$ cat config.mk
export PLATFORM = sky130hd
export DESIGN_NAME = axi_aw_w_splitter
export DESIGN_NICKNAME = d
export VERILOG_FILES = /design/src/rtl/axi_aw_w_splitter.sv
export SDC_FILE = /design/constraint.sdc
export NUM_CORES = 1
export LEC_CHECK = 0
export ABC_AREA = 1
export BUFFER_PORTS_ARGS = -buffer_cell sky130_fd_sc_hd__buf_2
export CAP_MARGIN = 20
export CELL_PAD_IN_SITES_DETAIL_PLACEMENT = 0
export CELL_PAD_IN_SITES_GLOBAL_PLACEMENT = 1
export CORE_AREA = 3 3 213 267
export CTS_CLUSTER_DIAMETER = 50
export DETAILED_ROUTE_END_ITERATION = 10
export DIE_AREA = 0 0 216 270
export GPL_TIMING_DRIVEN = 0
export PLACE_DENSITY_LB_ADDON = 0.1
export SYNTH_ARGS = -nofsm -noshare
export SYNTH_HDL_FRONTEND = slang
export SYNTH_SLANG_ARGS = --single-unit
$ cat constraint.sdc
create_clock -name clk -period 5.84 [get_ports clk]
set_input_delay 0.292 -clock clk [delete_from_list [all_inputs] [get_ports clk]]
set_output_delay 0.292 -clock clk [all_outputs]
set_load 0.05 [all_outputs]
$ cat src/rtl/axi_aw_w_splitter.sv
// axi_aw_w_splitter: splits a combined AW+W beat stream into independent AXI4 AW and W channels.
// Define AXI_SPLIT_W_AFTER_AW_EN to hold each burst's W beats until its AW has handshaken.
module axi_aw_w_splitter #(
    parameter int ADDR_WIDTH  = 32,
    parameter int DATA_WIDTH  = 64,
    parameter int ID_WIDTH    = 4,
    parameter int WFIFO_DEPTH = 8
) (
    input  logic                             clk,
    input  logic                             rst_n,
    input  logic [ADDR_WIDTH-1:0]            in_addr,
    input  logic [ID_WIDTH-1:0]              in_id,
    input  logic [1:0]                       in_burst,
    input  logic [2:0]                       in_size,
    input  logic [7:0]                       in_len,
    input  logic [DATA_WIDTH-1:0]            in_wdata,
    input  logic [DATA_WIDTH/8-1:0]          in_wstrb,
    input  logic                             in_wlast,
    input  logic                             in_valid,
    output logic                             in_ready,
    output logic [ADDR_WIDTH-1:0]            out_awaddr,
    output logic [ID_WIDTH-1:0]              out_awid,
    output logic [1:0]                       out_awburst,
    output logic [2:0]                       out_awsize,
    output logic [7:0]                       out_awlen,
    output logic                             out_awvalid,
    input  logic                             out_awready,
    output logic [DATA_WIDTH-1:0]            out_wdata,
    output logic [DATA_WIDTH/8-1:0]          out_wstrb,
    output logic                             out_wlast,
    output logic                             out_wvalid,
    input  logic                             out_wready,
    output logic [$clog2(WFIFO_DEPTH):0]     wfifo_count,
    output logic                             len_err
);
    localparam int PW = $clog2(WFIFO_DEPTH);
    localparam int SW = DATA_WIDTH / 8;
    localparam int FW = DATA_WIDTH + SW + 1;

    logic [FW-1:0]         r_mem [WFIFO_DEPTH];
    logic [PW-1:0]         r_wr_ptr, r_rd_ptr;
    logic [PW:0]           r_count;
    logic                  r_first, r_len_err, r_awvalid;
    logic [7:0]            r_beat_cnt, r_len, r_awlen;
    logic [ADDR_WIDTH-1:0] r_awaddr;
    logic [ID_WIDTH-1:0]   r_awid;
    logic [1:0]            r_awburst;
    logic [2:0]            r_awsize;
    logic                  w_full, w_empty, w_aw_free, w_push, w_pop, w_aw_load, w_aw_hs, w_len_bad;
    logic [7:0]            w_exp_len;

    assign w_full    = r_count == (PW+1)'(WFIFO_DEPTH);
    assign w_empty   = r_count == '0;
    assign w_aw_free = !r_awvalid || out_awready;
    assign in_ready  = !w_full && (!r_first || w_aw_free);
    assign w_push    = in_valid && in_ready;
    assign w_pop     = out_wvalid && out_wready;
    assign w_aw_load = w_push && r_first;
    assign w_aw_hs   = r_awvalid && out_awready;
    assign w_exp_len = r_first ? in_len : r_len;
    // A beat is malformed when its wlast disagrees with whether it is the final beat by length.
    assign w_len_bad = w_push && (in_wlast != (r_beat_cnt == w_exp_len));

    assign out_awaddr  = r_awaddr;
    assign out_awid    = r_awid;
    assign out_awburst = r_awburst;
    assign out_awsize  = r_awsize;
    assign out_awlen   = r_awlen;
    assign out_awvalid = r_awvalid;
    assign wfifo_count = r_count;
    assign len_err     = r_len_err;
    assign {out_wdata, out_wstrb, out_wlast} = r_mem[r_rd_ptr];

`ifdef AXI_SPLIT_W_AFTER_AW_EN
    logic [PW+1:0] r_credits;
    always_ff @(posedge clk or negedge rst_n) begin
        if (!rst_n)
            r_credits <= '0;
        else
            r_credits <= r_credits + (PW+2)'(w_aw_hs) - (PW+2)'(w_pop && out_wlast);
    end
    assign out_wvalid = !w_empty && (r_credits != '0);
`else
    assign out_wvalid = !w_empty;
`endif

    always_ff @(posedge clk or negedge rst_n) begin
        if (!rst_n) begin
            r_awvalid <= 1'b0;
            r_awaddr  <= '0;
            r_awid    <= '0;
            r_awburst <= '0;
            r_awsize  <= '0;
            r_awlen   <= '0;
        end else if (w_aw_load) begin
            r_awvalid <= 1'b1;
            r_awaddr  <= in_addr;
            r_awid    <= in_id;
            r_awburst <= in_burst;
            r_awsize  <= in_size;
            r_awlen   <= in_len;
        end else if (w_aw_hs) begin
            r_awvalid <= 1'b0;
        end
    end

    always_ff @(posedge clk or negedge rst_n) begin
        if (!rst_n) begin
            r_first    <= 1'b1;
            r_beat_cnt <= '0;
            r_len      <= '0;
            r_len_err  <= 1'b0;
        end else if (w_push) begin
            r_first    <= in_wlast;
            r_beat_cnt <= in_wlast ? 8'd0 : (r_beat_cnt == 8'hFF ? 8'hFF : r_beat_cnt + 8'd1);
            if (r_first)
                r_len <= in_len;
            if (w_len_bad)
                r_len_err <= 1'b1;
        end
    end

    always_ff @(posedge clk) begin
        if (w_push)
            r_mem[r_wr_ptr] <= {in_wdata, in_wstrb, in_wlast};
    end

    always_ff @(posedge clk or negedge rst_n) begin
        if (!rst_n) begin
            r_wr_ptr <= '0;
            r_rd_ptr <= '0;
            r_count  <= '0;
        end else begin
            if (w_push)
                r_wr_ptr <= r_wr_ptr + PW'(1);
            if (w_pop)
                r_rd_ptr <= r_rd_ptr + PW'(1);
            r_count <= r_count + (PW+1)'(w_push) - (PW+1)'(w_pop);
        end
    end
endmodule

==> impl_metrics.json, run 1 <==
{
  "clk_latency_ns": 0.58,
  "post_drt_wl_per_cell_um": 21.3,
  "final_common_cell": "edfxtp_1",
  "ant_nets": 0,
  "num_rows": 96,
  "status": "finished clean",
  "synth_area_um2": 26000,
  "synth_ff_type": "edfxtp_1",
  "grt_util_all_layers_pct": 24.2,
  "gp_congestion": 0.759,
  "area_growth_pct": 23.6,
  "drtIter0Drc": 1411,
  "multi_input_area_um2": 5920,
  "hold_depth": 1,
  "viasPerCell": 5.41,
  "cts_root_buf": "clkbuf_16",
  "coreArea_um2": 54800,
  "routed_wl_mm": 71.0,
  "drv_cap": 0,
  "overflow": 0,
  "synth-seq-cells": 662,
  "regArea_um2": 19500,
  "syn_area_per_cell_um2": 12.5,
  "rr_startpoint": "wfifo_count[2]",
  "grt_pass1_wl_mm": 108,
  "cp.required_ns": 5.55,
  "synth_nets": 2216,
  "initial_core_util_pct": 47.6,
  "max_freq_mhz": 303,
  "yosysUniqueCellTypes": 31,
  "reg2reg_depth": 10,
  "vias": 18065,
  "preCtsSetupSlack_ns": 2.91,
  "r2r_slack_ns": 2.95,
  "final_cell_mix": "edfxtp_1 (584), nand2_1 (457), nor2_1 (445), buf_2 (302), o32ai_1 (146)",
  "setup_tns_ns": 0,
  "setup_slack_ns": 2.54,
  "yosysSeqAreaShare_pct": 74.8,
  "cts_buffers": 67,
  "ys_warn_count": 0,
  "hold_violations": 0,
  "dp_hpwl_mm": 45.2,
  "io_buffer_count": 256,
  "period_needed_ns": 3.30,
  "crit_type": "reg -> out",
  "synthMuxAreaShare_pct": 0,
  "die_height_um": 270,
  "filler_cell_count": 4536,
  "synth_edf_count": 584,
  "grt_pass1_vias": 18366,
  "r2r_end": "r_mem[3][49]",
  "fin_skew_ns": 0.0119,
  "drive_gt1_share_pct": 17.2,
  "synth-adder-area-share_pct": 0.509,
  "hold_class": "in -> reg",
  "setup_viol": 0,
  "finalNetCount": 2689,
  "synth_compound_area_share_pct": 8.08,
  "critPathMaxFanout": 10,
  "p_per_area_nw_per_um2": 575,
  "tightest_slew_ns": 0.964,
  "synth_top_area_share_pct": 67.3,
  "synthXorXnorAreaFrac_pct": 0.168,
  "htreeDepth": 3,
  "antenna_found_initial": 3,
  "arrival_ns": 3.01,
  "start_kind": "flop",
  "slew_headroom_pct": 35.7,
  "clk_path_buf_depth": 3,
  "die_w_um": 216,
  "cts.sinks": 662,
  "async_reset_ff_share_pct": 11.8,
  "critPathCaptureType": "output port",
  "cts_setup_buffers": 0,
  "cts.repair.resized": 0,
  "max-vdd-ir-drop_v": 0.000450,
  "synthCells": 2079,
  "hold_slack_ns": 0.0298,
  "crit_start": "r_rd_ptr[1]",
  "synth_top_family_by_area": "simple AND/OR/NAND/NOR gates",
  "io_pins": 257,
  "p_leak_nw": 12.2,
  "final_util_pct": 58.8,
  "hold_start": "in_wdata[44]",
  "yosysTopAreaCell": "edfxtp_1",
  "period_share_pct": 56.5,
  "worstHoldEndpoint": "r_mem[2][53]",
  "drc": 0,
  "grt_max_degree": 45,
  "die_area_um2": 58300,
  "synthTopCellsByArea": "edfxtp_1 (67%), dfrtp_1 (7.4%), nand2_1 (6.6%), nor2_1 (6.5%), o32ai_1 (4.9%)",
  "synthSimpleGateAreaFrac_pct": 13.7,
  "cts-hold-fix-buffers": 122,
  "drtPass1Iterations": 5,
  "slew_viol_final": 0,
  "clk_pin_slew_ns": 0.06,
  "rsz0062_at_grt": "false",
  "cts_tree": "yes"
}
## power by group
group / switching [mW] / internal (mW) / leakage [nW] / total [mW]
clock: 1.72 / 2.35 / 0.998 / 4.07
combinational: 6.22 / 2.00 / 4.91 / 8.22
sequential: 0.254 / 5.98 / 6.26 / 6.24
## synth_stat cells, types with 2 or more instances
cell type and n:
inv_2 6, inv_1 25, o21ai_0 144, xor2_1 3
clkbuf_1 59, buf_4 14, o22ai_1 3, ha_1 9
o21ai_1 14, a21oi_1 2, nor2_1 453, edfxtp_1 584
o32ai_1 146, buf_2 47, buf_1 4, nor3_1 2
nand2_1 457, dfrtp_1 77, xnor2_1 2, nand3_1 17
## cell families (layout without fill, tap and decap cells)
kind of cell,count (synthesis),after routing
AOI/OAI and AO/OA,310,310
xor gates and xnor gates,5,5
adders and majority gates,10,10
buffers and inverters,156,677
DFF,662,662
other,0,2
and+or+nand+nor,936,936
## metrics by stage
stage,instance area [µm²],std cells,power [mW]
2_1_floorplan,26100,2079,11.8
3_3_place_gp,28300,3070,14.4
3_5_place_dp,28900,3096,14.5
4_1_cts,32200,3335,18.7
5_1_grt,32200,3337,19.5
6_report,32200,3337,18.5
## how the worst max path moves through the flow
stage                    end  slack [ns]  cells past startpoint
3_5_place_dp    r_mem[3][36]        2.91                     10
2_1_floorplan    r_mem[0][0]        0.76                      6
3_3_place_gp    r_mem[0][36]       -2.18                      6
6_report       out_wdata[31]        2.54                      7
4_1_cts        out_wdata[38]        2.48                      7
5_1_grt        out_wdata[33]        2.33                      7
## layer usage
layer  track usage, %  vias to the layer above  part of all wire [%]
met3             3.71                      139                   6.1
met1             30.5                     8913                    40
met4             8.42                        2                   2.8
li1                 -                     8368                     -
met2             42.7                      643                    51
met5                0                        -                 0.018
## cell type report
type / instances / area share, %
timing repair buffer: 404 / 9.63
antenna: 2 / 0.0155
sequential: 662 / 60.6
inverter: 31 / 0.362
tap: 735 / 2.86
buffer: 125 / 1.83
clock inverter: 28 / 0.645
multi-input combinational: 1261 / 18.4
clock buffer: 89 / 5.73
## flip-flops by register name (all words and copies together), names as in the netlist
name	flops
len_err	1
out_awaddr	32
out_awburst	2
out_awid	4
out_awlen	8
out_awsize	3
out_awvalid	1
r_beat_cnt	8
r_first	1
r_len	8
r_mem	584
r_rd_ptr	3
r_wr_ptr	3
wfifo_count	4
## worst max-delay path, cell delays in order (launching register included)
cell      delay [ns]
dfrtp_1         0.41
clkbuf_1        0.66
clkbuf_1        0.50
o21ai_0         0.18
o32ai_1         0.17
nand2_1         0.14
nand2_1         0.09
buf_2           0.26
Power figures use the tool's default switching activity.
==> run 2: changes to the inputs <==
==> constraint.sdc (replaced) <==
create_clock -name clk -period 3.1 [get_ports clk]
set_input_delay 0.155 -clock clk [delete_from_list [all_inputs] [get_ports clk]]
set_output_delay 0.155 -clock clk [all_outputs]
set_load 0.05 [all_outputs]
==> impl_metrics.json, run 2 (synthesis gave the netlist of run 1 again) <==
{
  "p_seq_share_pct": 33.4,
  "clk_pin_slew_ns": 0.06,
  "final_common_cell": "edfxtp_1",
  "viasPerCell": 5.43,
  "regArea_um2": 19500,
  "grt_max_degree": 50,
  "vias": 18148,
  "clkPwrFrac_pct": 22.6,
  "cp.required_ns": 2.94,
  "drv_cap": 0,
  "critPathMaxFanout": 10,
  "p_per_area_nw_per_um2": 1090,
  "hold_violations": 0,
  "htreeDepth": 3,
  "switchingPower_mw": 15.5,
  "overflow": 0,
  "max-vdd-ir-drop_v": 0.000887,
  "slew_headroom_pct": 34.5,
  "filler_cell_count": 4518,
  "p_leak_nw": 12.3,
  "io_buffer_count": 256,
  "cts_tree": "yes",
  "rsz0062_at_grt": "true",
  "finalNetCount": 2691,
  "crit_chain": "clkbuf_1 > clkbuf_1 > nand2_1 > nand2_1 > buf_2",
  "dp_hpwl_mm": 45.0,
  "coreArea_um2": 54800,
  "period_needed_ns": 3.01,
  "die_area_um2": 58300,
  "routed_wl_mm": 71.2,
  "post_drt_wl_per_cell_um": 21.3,
  "cts_root_buf": "clkbuf_16",
  "combPwrFrac_pct": 44.0,
  "fin_skew_ns": 0.0176,
  "hold_class": "in -> async",
  "grt_util_all_layers_pct": 24.3,
  "intPower_mw": 19.7,
  "status": "finished clean",
  "cts_buffers": 67,
  "multi_input_area_um2": 5920,
  "critPathCaptureType": "output port",
  "grt_pass1_vias": 18650,
  "antenna_found_initial": 2,
  "final_cell_mix": "edfxtp_1 (584), nand2_1 (457), nor2_1 (445), buf_2 (290), o32ai_1 (146)",
  "grt_pass1_wl_mm": 108,
  "num_rows": 96,
  "drtIter0Drc": 1323,
  "area_growth_pct": 24.0,
  "die_w_um": 216,
  "start_kind": "flop",
  "crit_type": "reg -> out",
  "drc": 0,
  "ant_nets": 0,
  "crit_slowest_cell": "clkbuf_1",
  "cts_setup_buffers": 0,
  "clk_latency_ns": 0.59,
  "setup_viol": 0,
  "drive_gt1_share_pct": 18.0,
  "initial_core_util_pct": 47.6,
  "clk_path_buf_depth": 3,
  "io_pins": 257,
  "tightest_slew_ns": 0.983,
  "die_height_um": 270,
  "cts.sinks": 662,
  "drtPass1Iterations": 5,
  "gp_congestion": 0.762,
  "max_freq_mhz": 332,
  "arrival_ns": 2.85,
  "final_util_pct": 59.0,
  "hold_slack_ns": 0.0694,
  "p_sw_share_pct": 44.0,
  "slew_viol_final": 0,
  "cpPeakStageDelay_ns": 0.74,
  "period_share_pct": 97.1,
  "largest_reg_flops": 584,
  "top_register": "r_mem"
}
run 2: cell count changes in the layout (fill, tap and decap cells not counted), sizes merged:
cell,delta
buf,-13
clkbuf,+11
dlygate4sd3,+4
clkinvlp,+2
bufinv,+1
diode,-1
nor2,+1
run 2: layout make-up:
| class | instances | area share, % |
|---|---|---|
| flip-flops and latches | 662 | 60.3 |
| diodes | 1 | 0.00775 |
| inverters | 31 | 0.360 |
| plain buffers | 124 | 1.95 |
| clock inverters | 31 | 0.775 |
| multi-input cells | 1262 | 18.3 |
| well taps | 735 | 2.85 |
| clock buffers | 90 | 5.91 |
| repair buffers | 406 | 9.49 |
run 2: worst max-delay path, delay by kind of cell (launching register included):
family	cells	cell delay, ns
buffers and inverters	3	1.63
flip-flops	1	0.34
AND/OR/NAND/NOR	2	0.29
run 2: layer usage:
| layer | global-route usage [%] | vias to the layer above | part of all wire, % |
|---|---|---|---|
| li1 | - | 8369 | - |
| met1 | 31.3 | 8967 | 40 |
| met2 | 41.8 | 701 | 51 |
| met3 | 3.75 | 109 | 6.9 |
| met4 | 8.80 | 2 | 2.3 |
| met5 | 0 | - | 0.018 |
run 2: power groups by stage:
| stage | clock network [mW] | logic [mW] | registers, mW |
|---|---|---|---|
| 6_report | 7.95 | 15.5 | 11.8 |
| 4_1_cts | 8.08 | 15.6 | 11.7 |
| 2_1_floorplan | 0 | 9.18 | 13.1 |
| 3_5_place_dp | 0 | 15.4 | 11.9 |
| 5_1_grt | 8.45 | 16.7 | 11.9 |
| 3_3_place_gp | 0 | 14.9 | 12.0 |
run 2: through the flow:
step                instances  setup WS [ns]  cell area [µm²]  power, mW  setup TNS [ns]
CTS                      3340         0.0499            32300       35.4               0
floorplan                2079         -0.792            26100       22.3         -231.29
global placement         3070          -2.44            28300       26.9         -934.79
global route             3342        -0.0112            32300       37.0         -0.0177
detailed placement       3094         0.0816            28800       27.3               0
finish                   3342         0.0901            32300       35.2               0
run 2: final timing paths:
kind / from / end / slack, ns / cells past startpoint
min in group clk: in_id[3] / out_awid[3] / 0.31 / 4
hold / removal: rst_n / out_awaddr[16] / 0.07 / 2
max in group asynchronous: rst_n / r_first / 2.39 / 3
setup reg to reg: wfifo_count[2] / r_mem[2][34] / 0.19 / 8
setup / recovery: r_rd_ptr[2] / out_wdata[62] / 0.09 / 5
hold reg to reg: out_awaddr[24] / out_awaddr[24] / 0.47 / 2
run 2: what timing repair did:
| action | 4_1_cts | 5_1_grt |
|---|---|---|
| hold buffers | 126 | 0 |
| endpoints found under the setup margin | 22 | 70 |
| resized for setup | 2 | 39 |
| pin swaps | 0 | 1 |
| hold endpoints to repair | 723 | 0 |
| cloned | 0 | 1 |
==> run 3: changes to the inputs <==
--- a/config.mk
+++ b/config.mk
@@ -10,10 +10,10 @@
 export CAP_MARGIN = 20
 export CELL_PAD_IN_SITES_DETAIL_PLACEMENT = 0
 export CELL_PAD_IN_SITES_GLOBAL_PLACEMENT = 1
-export CORE_AREA = 3 3 213 267
+export CORE_AREA = 2 2 212 266
 export CTS_CLUSTER_DIAMETER = 50
 export DETAILED_ROUTE_END_ITERATION = 10
-export DIE_AREA = 0 0 216 270
+export DIE_AREA = 0 0 214 268
 export GPL_TIMING_DRIVEN = 0
 export PLACE_DENSITY_LB_ADDON = 0.1
 export SYNTH_ARGS = -nofsm -noshare
==> impl_metrics.json, run 3 (synthesis gave the netlist of run 1 again) <==
{
  "overflow": 0,
  "cts_setup_buffers": 0,
  "crit_family": "buffers and inverters",
  "grt_pass1_wl_mm": 105,
  "ant_nets": 0,
  "crit_chain": "buf_2 > clkbuf_1 > o21ai_0 > o32ai_1 > nand2_1 > nand2_1 > buf_2",
  "p_leak_nw": 12.2,
  "period_share_pct": 96.9,
  "grt_util_all_layers_pct": 24.5,
  "fin_cells": 3343,
  "grt_pass1_vias": 18087,
  "viasPerCell": 5.40,
  "period_needed_ns": 3.00,
  "slew_headroom_pct": 35.9,
  "p_per_area_nw_per_um2": 1080,
  "cpPeakStageDelay_ns": 0.51,
  "slew_viol_final": 0,
  "cts_buffers": 67,
  "io_pins": 257,
  "final_common_cell": "edfxtp_1",
  "drv_cap": 0,
  "dp.cells": 3096,
  "die_area_um2": 57400,
  "cts_root_buf": "clkbuf_16",
  "largest_reg_flops": 584,
  "cp.required_ns": 2.94,
  "die_w_um": 214,
  "die_height_um": 268,
  "max-vdd-ir-drop_v": 0.00103,
  "top_register": "r_mem",
  "num_rows": 96,
  "critPathMaxFanout": 10,
  "drc": 0,
  "io_buffer_count": 256,
  "rsz0062_at_grt": "true",
  "hold_violations": 0,
  "coreArea_um2": 54700,
  "antenna_found_initial": 0,
  "final_util_pct": 59.0,
  "final_cell_mix": "edfxtp_1 (584), nand2_1 (457), nor2_1 (445), buf_2 (296), o32ai_1 (146)",
  "fin_skew_ns": 0.0247,
  "drtIter0Drc": 1319,
  "p_total_mw": 34.9,
  "clk_latency_ns": 0.59,
  "max_freq_mhz": 333,
  "htreeDepth": 3,
  "cts_tree": "yes",
  "design_area_um2": 32200,
  "dp_hpwl_mm": 45.0,
  "critPathCaptureType": "output port",
  "setup_tns_ns": 0,
  "clk_path_buf_depth": 3,
  "start_kind": "flop",
  "drive_gt1_share_pct": 17.9,
  "initial_core_util_pct": 47.7,
  "placement.cell_area_um2": 28900,
  "status": "finished clean",
  "drtPass1Iterations": 6,
  "clk_pin_slew_ns": 0.06,
  "post_drt_wl_per_cell_um": 21.2,
  "path_buf_inv": 3,
  "hold_class": "in -> async",
  "crit_slowest_cell": "clkbuf_1",
  "finalNetCount": 2692,
  "crit_type": "reg -> out",
  "grt_max_degree": 41,
  "tightest_slew_ns": 0.961,
  "cts.sinks": 662,
  "setup_viol": 0,
  "arrival_ns": 2.85,
  "area_growth_pct": 23.7,
  "filler_cell_count": 4493,
  "antenna_cells": 0,
  "gp_congestion": 0.777,
  "routed_wl_mm": 70.7,
  "vias": 18041
}
## run 3: path summary, 6_finish.rpt
path	from	endpoint	slack, ns	cells after the start
setup / recovery	r_rd_ptr[1]	out_wdata[62]	0.1	7
hold / removal	rst_n	out_awlen[6]	0.09	2
setup reg to reg	wfifo_count[2]	r_mem[6][41]	0.23	9
hold reg to reg	out_awlen[5]	out_awlen[5]	0.47	2
max in group asynchronous	rst_n	r_first	2.35	3
min in group clk	in_id[2]	out_awid[2]	0.29	4
## run 3: area by class of cell
class                           instances  area (µm²)  area share (%)
Clock inverter                         27         165           0.512
Inverter                               31         116           0.361
Tap cell                              735         920            2.85
Buffer                                124         611            1.89
Timing Repair Buffer                  408        3100            9.63
Clock buffer                           95        1910            5.92
Sequential cell                       662       19500            60.5
Multi-Input combinational cell       1261        5920            18.4
## run 3: what timing repair did
action,4_1_cts,5_1_grt
resized for setup,2,23
setup endpoints to repair,32,48
hold buffers,126,0
endpoints found under the hold margin,724,0
## run 3: worst register-to-register path: cells and delay by family, from the launching register on
kind | cells | cell delay [ns]
DFF | 1 | 0.34
buffers and inverters | 4 | 0.80
and+or+nand+nor | 4 | 1.23
adders and majority gates | 1 | 0.19
## run 3: power breakdown
part	switching (mW)	leakage (nW)	internal [mW]	total [mW]
clock network	3.24	1.02	4.38	7.62
logic	11.7	4.94	3.78	15.5
registers	0.475	6.26	11.3	11.7
## run 3: per-layer routing
metal | global-route usage [%] | routed length, µm | vias to the layer above
met5 | 0 | 0 | -
met4 | 8.33 | 1560 | 0
met3 | 3.19 | 4760 | 107
met2 | 44.5 | 36600 | 666
met1 | 30.4 | 27800 | 8894
li1 | - | - | 8374
## run 3: through the flow
step	worst slack, ns	hold WS (ns)
4_1_cts	0.0224	0.0853
6_report	0.0956	0.0943
5_1_grt	-0.0528	0.134
3_3_place_gp	-2.63	0.348
3_5_place_dp	0.185	0.168
2_1_floorplan	-0.792	-0.141
